File: config.mk
export PLATFORM = sky130hd
export DESIGN_NAME = updown_step_counter
export DESIGN_NICKNAME = d
export VERILOG_FILES = /design/src/rtl/updown_pkg.sv /design/src/rtl/step_addsub.sv /design/src/rtl/updown_step_counter.sv
export SDC_FILE = /design/constraint.sdc
export NUM_CORES = 1
export LEC_CHECK = 0
export CAP_MARGIN = 5
export CORE_UTILIZATION = 30
export DETAILED_ROUTE_END_ITERATION = 16
export PLACE_DENSITY = 0.6
export SLEW_MARGIN = 20
export SYNTH_ARGS = -nofsm -noshare
export SYNTH_HDL_FRONTEND = slang
export SYNTH_SLANG_ARGS = --single-unit
File: constraint.sdc
create_clock -name clk -period 5.91 [get_ports clk]
set_clock_uncertainty 0.1 [all_clocks]
set_input_delay 0.591 -clock clk [delete_from_list [all_inputs] [get_ports clk]]
set_output_delay 0.591 -clock clk [all_outputs]
set_load 0.05 [all_outputs]
File: src/rtl/updown_pkg.sv
// rtl/updown_pkg.sv - shared types and parameter checks for the up/down step counter
package updown_pkg;

  typedef enum logic {CNT_WRAP = 1'b0, CNT_SAT = 1'b1} cnt_mode_e;

  function automatic bit params_ok(input int width, input int step_w, input int modulus);
    return (modulus >= 2) && (modulus <= (1 << width)) && (step_w <= width) &&
           (((1 << step_w) - 1) < modulus);
  endfunction

endpackage

File: src/rtl/step_addsub.sv
// rtl/step_addsub.sv - combinational modulo/saturating add or subtract of a step
module step_addsub
  import updown_pkg::*;
#(
  parameter int WIDTH   = 8,
  parameter int STEP_W  = 2,
  parameter int MODULUS = 2 ** WIDTH
) (
  input  logic [WIDTH-1:0]  cur,
  input  logic [STEP_W-1:0] step,
  input  logic              down,
  input  logic              mode,
  output logic [WIDTH-1:0]  nxt,
  output logic              wrap_ev,
  output logic              clamp_ev
);

  localparam logic [WIDTH:0] MOD_W = (WIDTH+1)'(MODULUS);
  localparam logic [WIDTH:0] TOP_W = MOD_W - 1'b1;

  logic [WIDTH:0] cur_x;
  logic [WIDTH:0] step_x;
  logic [WIDTH:0] sum_x;
  logic [WIDTH:0] res_x;
  logic           sat;

  assign cur_x  = {1'b0, cur};
  assign step_x = (WIDTH+1)'(step);
  assign sum_x  = cur_x + step_x;
  assign sat    = (mode == CNT_SAT);

  // Wrapping down is done as MOD - (step - cur) so it never needs a WIDTH+2 bit result.
  always_comb begin
    res_x    = cur_x;
    wrap_ev  = 1'b0;
    clamp_ev = 1'b0;
    if (!down) begin
      if (sum_x <= TOP_W) begin
        res_x = sum_x;
      end else if (sat) begin
        res_x    = TOP_W;
        clamp_ev = 1'b1;
      end else begin
        res_x   = sum_x - MOD_W;
        wrap_ev = 1'b1;
      end
    end else begin
      if (cur_x >= step_x) begin
        res_x = cur_x - step_x;
      end else if (sat) begin
        res_x    = '0;
        clamp_ev = 1'b1;
      end else begin
        res_x   = MOD_W - (step_x - cur_x);
        wrap_ev = 1'b1;
      end
    end
  end

  assign nxt = WIDTH'(res_x);

endmodule

File: src/rtl/updown_step_counter.sv
// rtl/updown_step_counter.sv - registered up/down counter with run-time step, load and event flags
module updown_step_counter
  import updown_pkg::*;
#(
  parameter int WIDTH   = 8,
  parameter int STEP_W  = 2,
  parameter int MODULUS = 2 ** WIDTH
) (
  input  logic              clk,
  input  logic              nrst,
  input  logic              en,
  input  logic              down,
  input  logic [STEP_W-1:0] step,
  input  logic              mode,
  input  logic              load,
  input  logic [WIDTH-1:0]  load_val,
  output logic [WIDTH-1:0]  out,
  output logic              wrap,
  output logic              clamp
);

  localparam logic [WIDTH:0] TOP_W = (WIDTH+1)'(MODULUS) - 1'b1;

  if (!params_ok(WIDTH, STEP_W, MODULUS)) begin : g_param_err
    $error("updown_step_counter: illegal WIDTH/STEP_W/MODULUS combination");
  end

  logic [WIDTH-1:0] out_q, out_d;
  logic             wrap_q, wrap_d;
  logic             clamp_q, clamp_d;
  logic [WIDTH-1:0] nxt;
  logic             wrap_ev, clamp_ev;

  step_addsub #(
    .WIDTH  (WIDTH),
    .STEP_W (STEP_W),
    .MODULUS(MODULUS)
  ) u_addsub (
    .cur     (out_q),
    .step    (step),
    .down    (down),
    .mode    (mode),
    .nxt     (nxt),
    .wrap_ev (wrap_ev),
    .clamp_ev(clamp_ev)
  );

  always_comb begin
    out_d   = out_q;
    wrap_d  = 1'b0;
    clamp_d = 1'b0;
    if (load) begin
      out_d = ({1'b0, load_val} > TOP_W) ? WIDTH'(TOP_W) : load_val;
    end else if (en) begin
      out_d   = nxt;
      wrap_d  = wrap_ev;
      clamp_d = clamp_ev;
    end
  end

  always_ff @(posedge clk or negedge nrst) begin
    if (!nrst) begin
      out_q   <= '0;
      wrap_q  <= 1'b0;
      clamp_q <= 1'b0;
    end else begin
      out_q   <= out_d;
      wrap_q  <= wrap_d;
      clamp_q <= clamp_d;
    end
  end

  assign out   = out_q;
  assign wrap  = wrap_q;
  assign clamp = clamp_q;

endmodule

==> flow_metrics.env <==
export IMPL_outcome="finished clean"
export IMPL_core_area_sq_mm=0.00315
export IMPL_number_of_synthesized_flops_with_an_enable_pin=0
export IMPL_cts_root_buffer="clkbuf_4"
export IMPL_rd_place_congestion=0.925
export IMPL_min_path_type="primary input to asynchronous set/reset pin"
export IMPL_yosys_cell_count_top_type="nand2_1"
export IMPL_timing_worst_setup_path_type="primary input to flop"
export IMPL_cts_tree="built"
export IMPL_tightest_pin_transition_ns=0.713
export IMPL_global_route_wire_length_before_repair_um=4870
export IMPL_setup_reg_to_reg_worst_slack_ns=3.61
export IMPL_vdd_drop_max_uv=56.1
export IMPL_post_cts_resize_count=0
export IMPL_fin_setup_tns_ns=0
export IMPL_first_iter_violations=60
export IMPL_gr_total_overflow=0
export IMPL_synth_net_count=144
export IMPL_yosysTopAreaCellShare_pct=24.3
export IMPL_design_portCount=26
export IMPL_synthesis_instances=122
export IMPL_netlist_top_cells_count="13 x nand2_1, 10 x dfrtp_1, 9 x a21oi_1, 9 x nor2_1"
export IMPL_timing_critical_path_to_type="flop"
export IMPL_drt_antenna_violating_nets=0
export IMPL_crit_path_start_kind="primary input"
export IMPL_cell_area_after_synthesis_sq_mm=0.00103
export IMPL_grt_start_max_net_pins=20
export IMPL_place_port_buffers=25
export IMPL_drc=0
export IMPL_powerDensity_mw_per_mm2=224
export IMPL_fin_util_pct=41.0
export IMPL_maxCapViolations=0
export IMPL_final_net_count=166
export IMPL_clock_insertion_delay_worst_skew_ns=0.27
export IMPL_cts_clk_slew_worst_paths_ns=0.08
export IMPL_flow_area_growth_from_synthesis_pct=25.6
export IMPL_grt_pass1_vias=945
export IMPL_max_frequency_mhz=377
export IMPL_ys_seq_elements=10
export IMPL_routed_wirelength_um=3050
export IMPL_antenna_cells=0
export IMPL_yosys_most_used_dff="dfrtp_1"
export IMPL_detailedPlacementHpwl_um=2230
export IMPL_layout_drive_gt1_share_pct=6.99
export IMPL_synth_area_per_cell_sq_um=8.44
export IMPL_overall_fraction_of_global_route_tracks_in_use_pct=18.4
export IMPL_yosys_top_cells_area="dfrtp_1 24%, ha_1 4.9%, nand2_1 4.7%"
export IMPL_die_width_um=60.6
export IMPL_worst_slew_margin_rel_pct=52.3
export IMPL_critPathMaxFanout=6
export IMPL_die_outline_area_sq_mm=0.00367
export IMPL_post_place_cells=183
export IMPL_timing_final_setup_violations=0
export IMPL_cell_rows=20
export IMPL_yosysTopAreaCell="dfrtp_1"
export IMPL_wl_per_cell_um=16.3
export IMPL_seq_area_frac_synth_pct=24.3
export IMPL_worst_ep_required_time_ns=5.97
export IMPL_slew_viol_final=0
export IMPL_synth_cell_types=44
export IMPL_period_needed_ns=2.66
export IMPL_timing_critical_path_arrival_ns=2.71
export IMPL_die_h_um=60.6
export IMPL_async_set_or_reset_register_ratio_after_synthesis_pct=100
export IMPL_antenna_found_initial=0
export IMPL_hold_viol=0
export IMPL_post_cts_hold_buffer_count=0
export IMPL_fin_crit_sh_pct=44.9
export IMPL_final_cell_count_no_fill=187
export IMPL_sink_count_of_the_clock_tree=10
export IMPL_placement_cell_area_sq_mm=0.00126
export IMPL_drt_vias_per_instance=5.71
export IMPL_firstDrtPassIters=4
export IMPL_overall_via_count_from_detail_route=1068
export IMPL_clock_path_buffers=2
export IMPL_cellLeakagePower_nw=0.508
export IMPL_cts_buffers_inserted=3
export IMPL_cts_htree_levels=1
export IMPL_post_cts_buffers=0
export IMPL_start_util_pct=32.7
export IMPL_yosys_warnings=0
export IMPL_final_area_sq_mm=0.00129
export IMPL_rsz0062_at_grt="no"
-- flip-flops by register name, summed over array words and instances (netlist names) --
| signal | flops |
|---|---|
| out | 8 |
| clamp | 1 |
| wrap | 1 |
-- layout by cell type (no fill, tap or decap), types with 4 or more instances in the layout --
cell / n
nand2_1: 13
inv_1: 6
clkdlybuf4s50_1: 25
a31oi_1: 4
xnor2_1: 4
dfrtp_1: 10
nand3_1: 6
a21oi_1: 9
nor2_1: 9
ha_1: 4
nor3_1: 4
-- power by group --
group / internal, W / switching, W / leakage, nW / total (W)
registers: 0.0000761 / 0.0000194 / 0.121 / 0.0000955
clock network: 0.0000374 / 0.0000289 / 0.0210 / 0.0000664
logic: 0.0000523 / 0.0000754 / 0.366 / 0.000128
-- metrics by stage --
| stage | power, W | worst slack, ns | hold slack [ns] |
|---|---|---|---|
| CTS | 0.000288 | 3.27 | 0.570 |
| floorplan | 0.000182 | 3.51 | 0.195 |
| global placement | 0.000223 | 3.03 | 0.544 |
| global route | 0.000306 | 3.18 | 0.606 |
| detailed placement | 0.000224 | 2.98 | 0.560 |
| finish | 0.000290 | 3.25 | 0.557 |
-- cell families (layout without fill, tap and decap cells) --
kind of cell,after synthesis,after routing,synth area share (%)
xor+xnor,5,5,4.25
buf+inv,14,35,9.72
mux,2,2,2.07
simple gates,53,53,28.8
compound gates,32,32,22.1
flops,10,10,24.3
fa+ha+maj,6,6,8.75
-- worst max-delay path: stages --
cell and delay [ns]:
clkdlybuf4s50_1 0.49, ha_1 0.18, fa_1 0.23, or3b_4 0.43, nor2b_4 0.16, a31o_4 0.22
nor3_2 0.05, or3_1 0.35
-- worst paths after layout --
check,startpoint,endpoint,depth (start not counted)
setup / recovery,step[0],out[7],8
hold / removal,nrst,out[6],1
setup reg to reg,out[0],out[7],8
hold reg to reg,out[0],out[0],2
max in group asynchronous,nrst,out[0],1
min in group clk,out[0],out[0],2
-- metal layers --
metal | vias up | wire [um] | track usage, %
li1 | 495 | - | -
met1 | 521 | 1400 | 26.4
met2 | 48 | 1430 | 28.4
met3 | 4 | 165 | 1.49
met4 | 0 | 49 | 7.47
met5 | - | 0 | 0
-- layout make-up --
type | count | area, sq um
clock buffer | 4 | 36.3
timing repair buffer | 25 | 250
tap | 44 | 55.1
sequential | 10 | 250
inverter | 6 | 22.5
fill | 337 | 1860
multi-input combinational | 98 | 679
Power figures use the tool's default switching activity.
